`config.mk`:
```
export PLATFORM = sky130hd
export DESIGN_NAME = if_fetch_queue
export DESIGN_NICKNAME = d
export VERILOG_FILES = /design/src/rtl/if_fetch_queue.sv
export SDC_FILE = /design/constraint.sdc
export NUM_CORES = 1
export LEC_CHECK = 0
export BUFFER_PORTS_ARGS = -buffer_cell sky130_fd_sc_hd__buf_2
export CAP_MARGIN = 20
export CORE_ASPECT_RATIO = 1.1
export CORE_MARGIN = 2
export CORE_UTILIZATION = 50
export CTS_BUF_LIST = sky130_fd_sc_hd__clkbuf_4 sky130_fd_sc_hd__clkbuf_8 sky130_fd_sc_hd__clkbuf_16
export DETAILED_ROUTE_END_ITERATION = 10
export PLACE_DENSITY = 0.7
export SLEW_MARGIN = 5
export SYNTH_ARGS = -nofsm -noshare
export SYNTH_HDL_FRONTEND = slang
export SYNTH_SLANG_ARGS = --single-unit
```
`constraint.sdc`:
```
create_clock -name CLK -period 4.65 [get_ports CLK]
set_clock_uncertainty 0.1 [all_clocks]
set_input_delay 0.93 -clock CLK [delete_from_list [all_inputs] [get_ports CLK]]
set_output_delay 0.93 -clock CLK [all_outputs]
set_load 0.05 [all_outputs]
```
`src/rtl/if_fetch_queue.sv`:
```
// Instruction-fetch stage with a small prefetch FIFO.
// Issues sequential fetches to memory port 1, pairs each returning word with its
// PC, and buffers the pairs so a stalled decode stage never loses an instruction.
// A redirect from execute restarts fetch at a new target and flushes everything
// buffered or in flight.
//
// DEPTH must be a power of two and at least 2: the pointers carry one extra wrap
// bit so that a full FIFO and an empty FIFO can be told apart.

module if_fetch_queue #(
    parameter logic [31:0] RESET_PC = 32'h0000_0000,
    parameter int          DEPTH    = 4,
    parameter logic [31:0] NOP_IR   = 32'h0000_0013
) (
    input  logic                     CLK,
    input  logic                     RST_N,
    output logic [31:0]              IMEM_ADDR,
    output logic                     IMEM_RD,
    input  logic [31:0]              IMEM_DOUT,
    input  logic                     REDIRECT,
    input  logic [31:0]              REDIRECT_PC,
    input  logic                     DE_STALL,
    output logic                     IF_DE_VALID,
    output logic [31:0]              IF_DE_IR,
    output logic [31:0]              IF_DE_PC,
    output logic [$clog2(DEPTH):0]   FIFO_COUNT
);

    localparam int AW = $clog2(DEPTH);
    localparam int PW = AW + 1;

    logic [31:0]   fetch_pc;
    logic          pending;
    logic [31:0]   pending_pc;
    logic [PW-1:0] rd_ptr;
    logic [PW-1:0] wr_ptr;
    logic [31:0]   fifo_ir [DEPTH];
    logic [31:0]   fifo_pc [DEPTH];

    logic [AW-1:0] rd_idx;
    logic [AW-1:0] wr_idx;
    logic [PW:0]   occupancy;
    logic          issue;
    logic          push;
    logic          pop;

    assign rd_idx      = rd_ptr[AW-1:0];
    assign wr_idx      = wr_ptr[AW-1:0];
    assign FIFO_COUNT  = wr_ptr - rd_ptr;
    assign IF_DE_VALID = (FIFO_COUNT != '0);

    // Issue/push/pop decisions; a redirect overrides throttling, drops the
    // returning response and suppresses any pop in the same cycle.
    always_comb begin
        occupancy = {1'b0, FIFO_COUNT} + {{PW{1'b0}}, pending};
        issue     = RST_N && (REDIRECT || (occupancy < (PW+1)'(DEPTH)));
        push      = pending && !REDIRECT;
        pop       = IF_DE_VALID && !DE_STALL && !REDIRECT;
        IMEM_RD   = issue;
        IMEM_ADDR = (RST_N && REDIRECT) ? REDIRECT_PC : fetch_pc;
    end

    // Head of the FIFO goes straight to decode; a NOP is shown when empty.
    always_comb begin
        IF_DE_IR = NOP_IR;
        IF_DE_PC = 32'h0000_0000;
        if (IF_DE_VALID) begin
            IF_DE_IR = fifo_ir[rd_idx];
            IF_DE_PC = fifo_pc[rd_idx];
        end
    end

    // Fetch PC and the single outstanding request it has in flight.
    always_ff @(posedge CLK or negedge RST_N) begin
        if (!RST_N) begin
            fetch_pc   <= RESET_PC;
            pending    <= 1'b0;
            pending_pc <= 32'h0000_0000;
        end else if (REDIRECT) begin
            fetch_pc   <= REDIRECT_PC + 32'd4;
            pending    <= 1'b1;
            pending_pc <= REDIRECT_PC;
        end else if (issue) begin
            fetch_pc   <= fetch_pc + 32'd4;
            pending    <= 1'b1;
            pending_pc <= fetch_pc;
        end else begin
            pending    <= 1'b0;
        end
    end

    // FIFO pointers; a flush moves the read pointer onto the write pointer.
    always_ff @(posedge CLK or negedge RST_N) begin
        if (!RST_N) begin
            rd_ptr <= '0;
            wr_ptr <= '0;
        end else begin
            if (push) begin
                wr_ptr <= wr_ptr + PW'(1);
            end
            if (REDIRECT) begin
                rd_ptr <= wr_ptr;
            end else if (pop) begin
                rd_ptr <= rd_ptr + PW'(1);
            end
        end
    end

    // Storage for {IR, PC} pairs; contents need no reset since the pointers gate them.
    always_ff @(posedge CLK) begin
        if (push) begin
            fifo_ir[wr_idx] <= IMEM_DOUT;
            fifo_pc[wr_idx] <= pending_pc;
        end
    end

`ifndef SYNTHESIS
    // The throttle on issue must never let a response arrive into a full FIFO.
    a_no_overflow : assert property (@(posedge CLK) disable iff (!RST_N)
        push |-> (FIFO_COUNT < PW'(DEPTH)));
`endif

endmodule
```
==> flow_summary_export.csv, run 1 <==
group,metric,value,unit
status,outcome,"finished, final reports clean",
global_route,grt.overflow.total,0,
place,gp_congestion,0.8331,
synth,synth.distinct_cells,45,
global_route,grt_max_degree,67,
drt,wl_met3,1492,microns
setup_path,cp_max_fo,41,
sta,rsz0062_at_grt,"false",
clock_network,cts_tree,"yes",
sta,max_freq,238.7,MHz
synth,synth_ff_type,"edfxtp_1",
synth,synth_area_per_cell,16.00,sq um
cells_and_area,layout-drive-gt1-share,0.3312,
clock_network,path_clk_slew,0.06,ns
synth,synth_commonest_cells,"edfxtp_1 (256), dfrtp_1 (71), mux4_2 (64)",
drt,wl_met2,14610,microns
synth,syn_inst,893,
drt,wirelength,29510,microns
sta,fin_crit_sh,0.9010,
sta,fin_setup_tns,0,ns
synth,yosysSeqAreaShare,0.6625,
clock_network,clock_tree.root_cell,"clkbuf_16",
drt,wire_per_inst,20.29,microns
sta,period_minus_slack,4.190,ns
sta,slew_viol_final,0,
setup_path,critical_path.cell_chain,"buf_4, mux4_2, or2_2, buf_2",
place,post-dp-hpwl,18100,microns
sta,tightestPinTransition,1.072,ns
synth,synth_top_cell_by_area,"edfxtp_1",
clock_network,ctsHoldBuffers,0,
sta,hold_violations,0,
drt,postRouteAntennaNets,0,
place,dp.cells,1391,
drt,dr_total_vias,8064,
floorplan,ios,169,
drt,avgViaCountPerCell,5.546,
global_route,antenna_found_initial,0,
clock_network,cts_setup_buffers,0,
cells_and_area,nNetsFinal,1141,
sta,setup_viol,0,
setup_path,cp_slowest_cell,"dfrtp_4",
drt,drtIter0Drc,586,
synth,synth_most_common_cell,"edfxtp_1",
synth,synth-xor-area-share,0.03713,
clock_network,cts_htree_levels,2,
job,maxCapViolCount,0,
sta,slew_headroom,0.2852,
clock_network,cts.sinks,327,
global_route,track_usage,0.2025,
synth,yosys-top-cells-area,"edfxtp_1 (54%), dfrtp_1 (12%), mux4_2 (10%)",
cells_and_area,layout.cells.non_filler,1454,
drt,drt-met1-wl,12970,microns
global_route,grt_pass1_wl,46480,microns
clock_network,clk_latency,0.52,ns
floorplan,coreArea,27950,sq um
synth,synth_fp_nets,969,
drt,dr.pass1.iters,6,
synth,synth_simple_gate_area_frac,0.08600,
setup_path,start_kind,"flip-flop",
synth,post-synth-top-area-fraction,0.5381,
place,port_buffers,168,
clock_network,cts-buffers-inserted,35,
floorplan,die-area,29940,sq um
synth,synth_warnings,0,
synth,yosys_register_bits,327,
cells_and_area,area_growth,16.78,%
worst_hold_path,hp-class,"in2async",
setup_path,end_kind,"primary output",
synth,async_flop_share,0.2171,
synth,synthAdderAreaFrac,0.007532,
global_route,grt_pass1_vias,8226,
setup_path,cp.arrival,3.16,ns
drt,post-route-drc-count,0,
synth,synth_top_family_by_area,"multiplexers",
setup_path,cp.required,3.62,ns
synth,netlist_area,14290,sq um
floorplan,initial_utilization,0.5112,
setup_path,worstSetupPathType,"reg2out",
floorplan,rows,64,
clock_network,cts_max_path_buffers,3,
clock_network,post_cts_resized,0,
synth,synth-edff-count,256,
drt,topRoutingLayerUsed,"met4",
setup_path,critical_path.max_stage_delay,0.77,ns
synth,synth_compound_area_frac,0.02479,
floorplan,die_w,165.2,microns
synth,synth.mux.area_fraction,0.1652,
floorplan,fp.dieH,181.3,microns
## kinds of logic (layout without fill, tap and decap cells)
logic type | Yosys count | in the layout
AO/OA/AOI/OAI | 63 | 63
AND/OR/NAND/NOR | 225 | 225
other | 0 | 1
XOR/XNOR | 59 | 59
flip-flops | 327 | 327
adder cells (fa/ha/maj) | 8 | 8
buffers and inverters | 60 | 257
multiplexers | 151 | 151
## final cells by class
class	instances	area, sq um
fill	2130	11260
sequential	327	9472
multi-input combinational	506	4597
timing repair buffer	183	983.4
clock buffer	44	955.9
tap	363	454.2
clock inverter	18	173.9
inverter	12	45.04
antenna	1	2.502
## flip-flops by register name, summed over array words and instances (netlist names)
register and cells:
rd_ptr 3, pending 1, fetch_pc 32, wr_ptr 3, fifo_ir 128, pending_pc 32
fifo_pc 128
## metal layers
metal,vias up,GRT usage
met2,206,0.3310
li1,3742,-
met5,-,0
met3,30,0.03122
met1,4086,0.2872
met4,0,0.04974
## cells in the final DEF (no fill, tap or decap), drive strengths merged, types with 5 or more instances in the layout
master	instances
nand4b	6
nand3b	5
edfxtp	256
mux2i	49
nand2	61
nand3	19
nand4	16
inv	16
nor3	10
mux2	38
ha	7
xor2	26
buf	183
a22oi	5
dfrtp	71
and2	10
clkinv	11
o21ai	42
clkbuf	44
a21oi	8
mux4	64
nor2b	62
nor2	24
xnor2	32
## final timing paths
| check | start | to | slack [ns] | cells past startpoint |
|---|---|---|---|---|
| setup reg to reg | rd_ptr[0]$_DFFE_PN0P_ | fetch_pc[5]$_DFFE_PN0P_ | 1.26 | 9 |
| min in group CLK | wr_ptr[2]$_DFFE_PN0P_ | wr_ptr[2]$_DFFE_PN0P_ | 0.41 | 1 |
| hold reg to reg | wr_ptr[2]$_DFFE_PN0P_ | wr_ptr[2]$_DFFE_PN0P_ | 0.41 | 1 |
| max in group asynchronous | RST_N | fetch_pc[3]$_DFFE_PN0P_ | 3.16 | 2 |
| hold / removal | RST_N | fetch_pc[12]$_DFFE_PN0P_ | 0.24 | 1 |
| setup / recovery | rd_ptr[0]$_DFFE_PN0P_ | IF_DE_IR[1] | 0.46 | 4 |
## stage by stage
step	util	setup WS (ns)	area [sq um]	hold WS, ns
6_report	0.5970	0.4602	16680	0.2410
4_1_cts	0.5969	0.3254	16680	0.2323
2_1_floorplan	-	0.8279	14290	0.3611
3_5_place_dp	0.5565	0.8890	15550	0.3922
5_1_grt	0.5969	0.1663	16680	0.2515
3_3_place_gp	0.5565	0.9137	15550	0.3901
## critical path, delay by kind of cell (launching register included)
kind | cells | cell delay (ns)
buffers and inverters | 2 | 0.97
flip-flops | 1 | 0.77
multiplexers | 1 | 0.59
AND/OR/NAND/NOR | 1 | 0.28
Power of run 1 is not shown: default switching activity piles up to over one toggle a cycle in this logic, so the estimate is an artifact.
==> run 2, diff against run 1 <==
--- a/config.mk
+++ b/config.mk
@@ -5,7 +5,7 @@
 export SDC_FILE = /design/constraint.sdc
 export NUM_CORES = 1
 export LEC_CHECK = 0
-export BUFFER_PORTS_ARGS = -buffer_cell sky130_fd_sc_hd__buf_2
+export BUFFER_PORTS_ARGS = -buffer_cell sky130_fd_sc_hd__buf_4
 export CAP_MARGIN = 20
 export CORE_ASPECT_RATIO = 1.1
 export CORE_MARGIN = 2
==> run 2 against run 1 <==
Compared with the run above:
- routed wire length is 0.48% higher
- fmax decreased by 1.2%
- via count is 0.19% higher
- die area unchanged
- final cell count about the same
- count of clock-buffer cells in the layout is 5 lower
- setup slack got worse by 0.051 ns
- critical path type unchanged
==> flow_summary_export.csv, run 2 (synthesis gave the netlist of run 1 again) <==
group,metric,value,unit
status,outcome,"finished, final reports clean",
worst_hold_path,hp-class,"in2async",
global_route,grt.busiest_layer,"met2",
clock_network,clk_latency,0.50,ns
clock_network,cts_htree_levels,2,
setup_path,critical_path.max_stage_delay,0.62,ns
floorplan,die_w,165.2,microns
setup_path,start_kind,"flip-flop",
setup_path,reg2reg_depth,6,
drt,wirelength,29650,microns
floorplan,initial_utilization,0.5112,
sta,setup_viol,0,
floorplan,ios,169,
cells_and_area,final_common_cell,"edfxtp_1",
global_route,grt.overflow.total,0,
setup_path,crit_top_cell,"buf_4",
drt,post-route-drc-count,0,
place,place_ws,0.8854,ns
drt,postRouteAntennaNets,0,
clock_network,cts-buffers-inserted,34,
clock_network,ctsHoldBuffers,0,
setup_path,crit_family,"adder cells",
setup_path,cp.required,3.62,ns
global_route,grt_max_degree,67,
sta,slew_headroom,0.2970,
drt,dr.pass1.iters,5,
cells_and_area,antenna_cells,0,
setup_path,cp.arrival,3.21,ns
floorplan,rows,64,
global_route,grt_pass1_vias,8111,
drt,drtIter0Drc,641,
setup_path,end_kind,"primary output",
setup_path,cp_slowest_cell,"dfrtp_4",
job,maxCapViolCount,0,
global_route,use_met2,0.3308,
setup_path,critical_path_depth,7,
setup_path,worstSetupPathType,"reg2out",
drt,dr_total_vias,8079,
clock_network,cts.sinks,327,
global_route,antenna_found_initial,0,
global_route,grt_pass1_wl,46100,microns
cells_and_area,nNetsFinal,1141,
cells_and_area,layout-drive-gt1-share,0.3239,
floorplan,die-area,29940,sq um
sta,slew_viol_final,0,
sta,max_freq,235.8,MHz
place,gp_congestion,0.8499,
cells_and_area,layout_common_cells,"edfxtp_1 (256), buf_4 (183), dfrtp_1 (69)",
drt,avgViaCountPerCell,5.560,
drt,wire_per_inst,20.40,microns
clock_network,path_clk_slew,0.06,ns
clock_network,cts_setup_buffers,0,
sta,fin_crit_sh,0.9119,
global_route,track_usage,0.2012,
setup_path,critical_path.cell_chain,"ha_1, fa_1, xnor3_1, and3_2, buf_4, nor2b_1, buf_4",
sta,fin_setup_tns,0,ns
sta,worst_slack,0.4095,ns
global_route,met1_usage,0.2789,
global_route,use_met3,0.03421,
clock_network,cts_tree,"yes",
setup_path,crit_buf_inv,2,
place,port_buffers,168,
sta,rsz0062_at_grt,"false",
floorplan,fp.dieH,181.3,microns
setup_path,cp_max_fo,22,
place,post-dp-hpwl,18180,microns
clock_network,clock_tree.root_cell,"clkbuf_16",
floorplan,coreArea,27950,sq um
cells_and_area,largest_registers,"fifo_ir x128, fifo_pc x128",
clock_network,post_cts_resized,0,
sta,hold_violations,0,
cells_and_area,area_growth,19.04,%
clock_network,cts_max_path_buffers,3,
sta,tightestPinTransition,1.054,ns
sta,period_minus_slack,4.241,ns
[run 2: cell count changes in the layout (fill, tap and decap cells not counted), sizes merged]
cell and change:
buf +1, bufinv -3, clkbuf -5, clkinv +9, clkinvlp +1, diode -1, inv -3
[run 2: layer usage]
| metal | part of all wire | vias to the layer above | wire, microns |
|---|---|---|---|
| met2 | 0.49 | 228 | 14430 |
| li1 | - | 3736 | - |
| met1 | 0.44 | 4068 | 12970 |
| met5 | 0 | - | 0 |
| met3 | 0.053 | 47 | 1562 |
| met4 | 0.023 | 0 | 686 |
[run 2: final cells by class]
class	count	area, sq um
clock buffers	39	940.9
clock inverters	22	103.9
fillers	2113	10940
inverters	12	45.04
multi-input cells	506	4597
flip-flops and latches	327	9472
well taps	363	454.2
repair buffers	184	1394
[run 2: worst paths after layout]
| path | from | endpoint | slack, ns |
|---|---|---|---|
| min reg2reg | wr_ptr[2]$_DFFE_PN0P_ | wr_ptr[2]$_DFFE_PN0P_ | 0.40 |
| max | rd_ptr[0]$_DFFE_PN0P_ | IF_DE_IR[2] | 0.41 |
| max reg2reg | rd_ptr[0]$_DFFE_PN0P_ | pending_pc[3]$_DFFE_PN0P_ | 1.16 |
| max in group asynchronous | RST_N | rd_ptr[0]$_DFFE_PN0P_ | 3.15 |
| min in group CLK | wr_ptr[2]$_DFFE_PN0P_ | wr_ptr[2]$_DFFE_PN0P_ | 0.40 |
| min | RST_N | wr_ptr[0]$_DFFE_PN0P_ | 0.17 |
[run 2: stage by stage]
stage	area (sq um)	std cells	hold slack (ns)	util
floorplan	14290	893	0.3611	-
global placement	15960	1392	0.3955	0.5711
detailed placement	15960	1392	0.3904	0.5711
CTS	17010	1453	0.1453	0.6085
global route	17010	1453	0.1575	0.6085
finish	17010	1453	0.1653	0.6085
Power of run 2 is left out for the same reason.
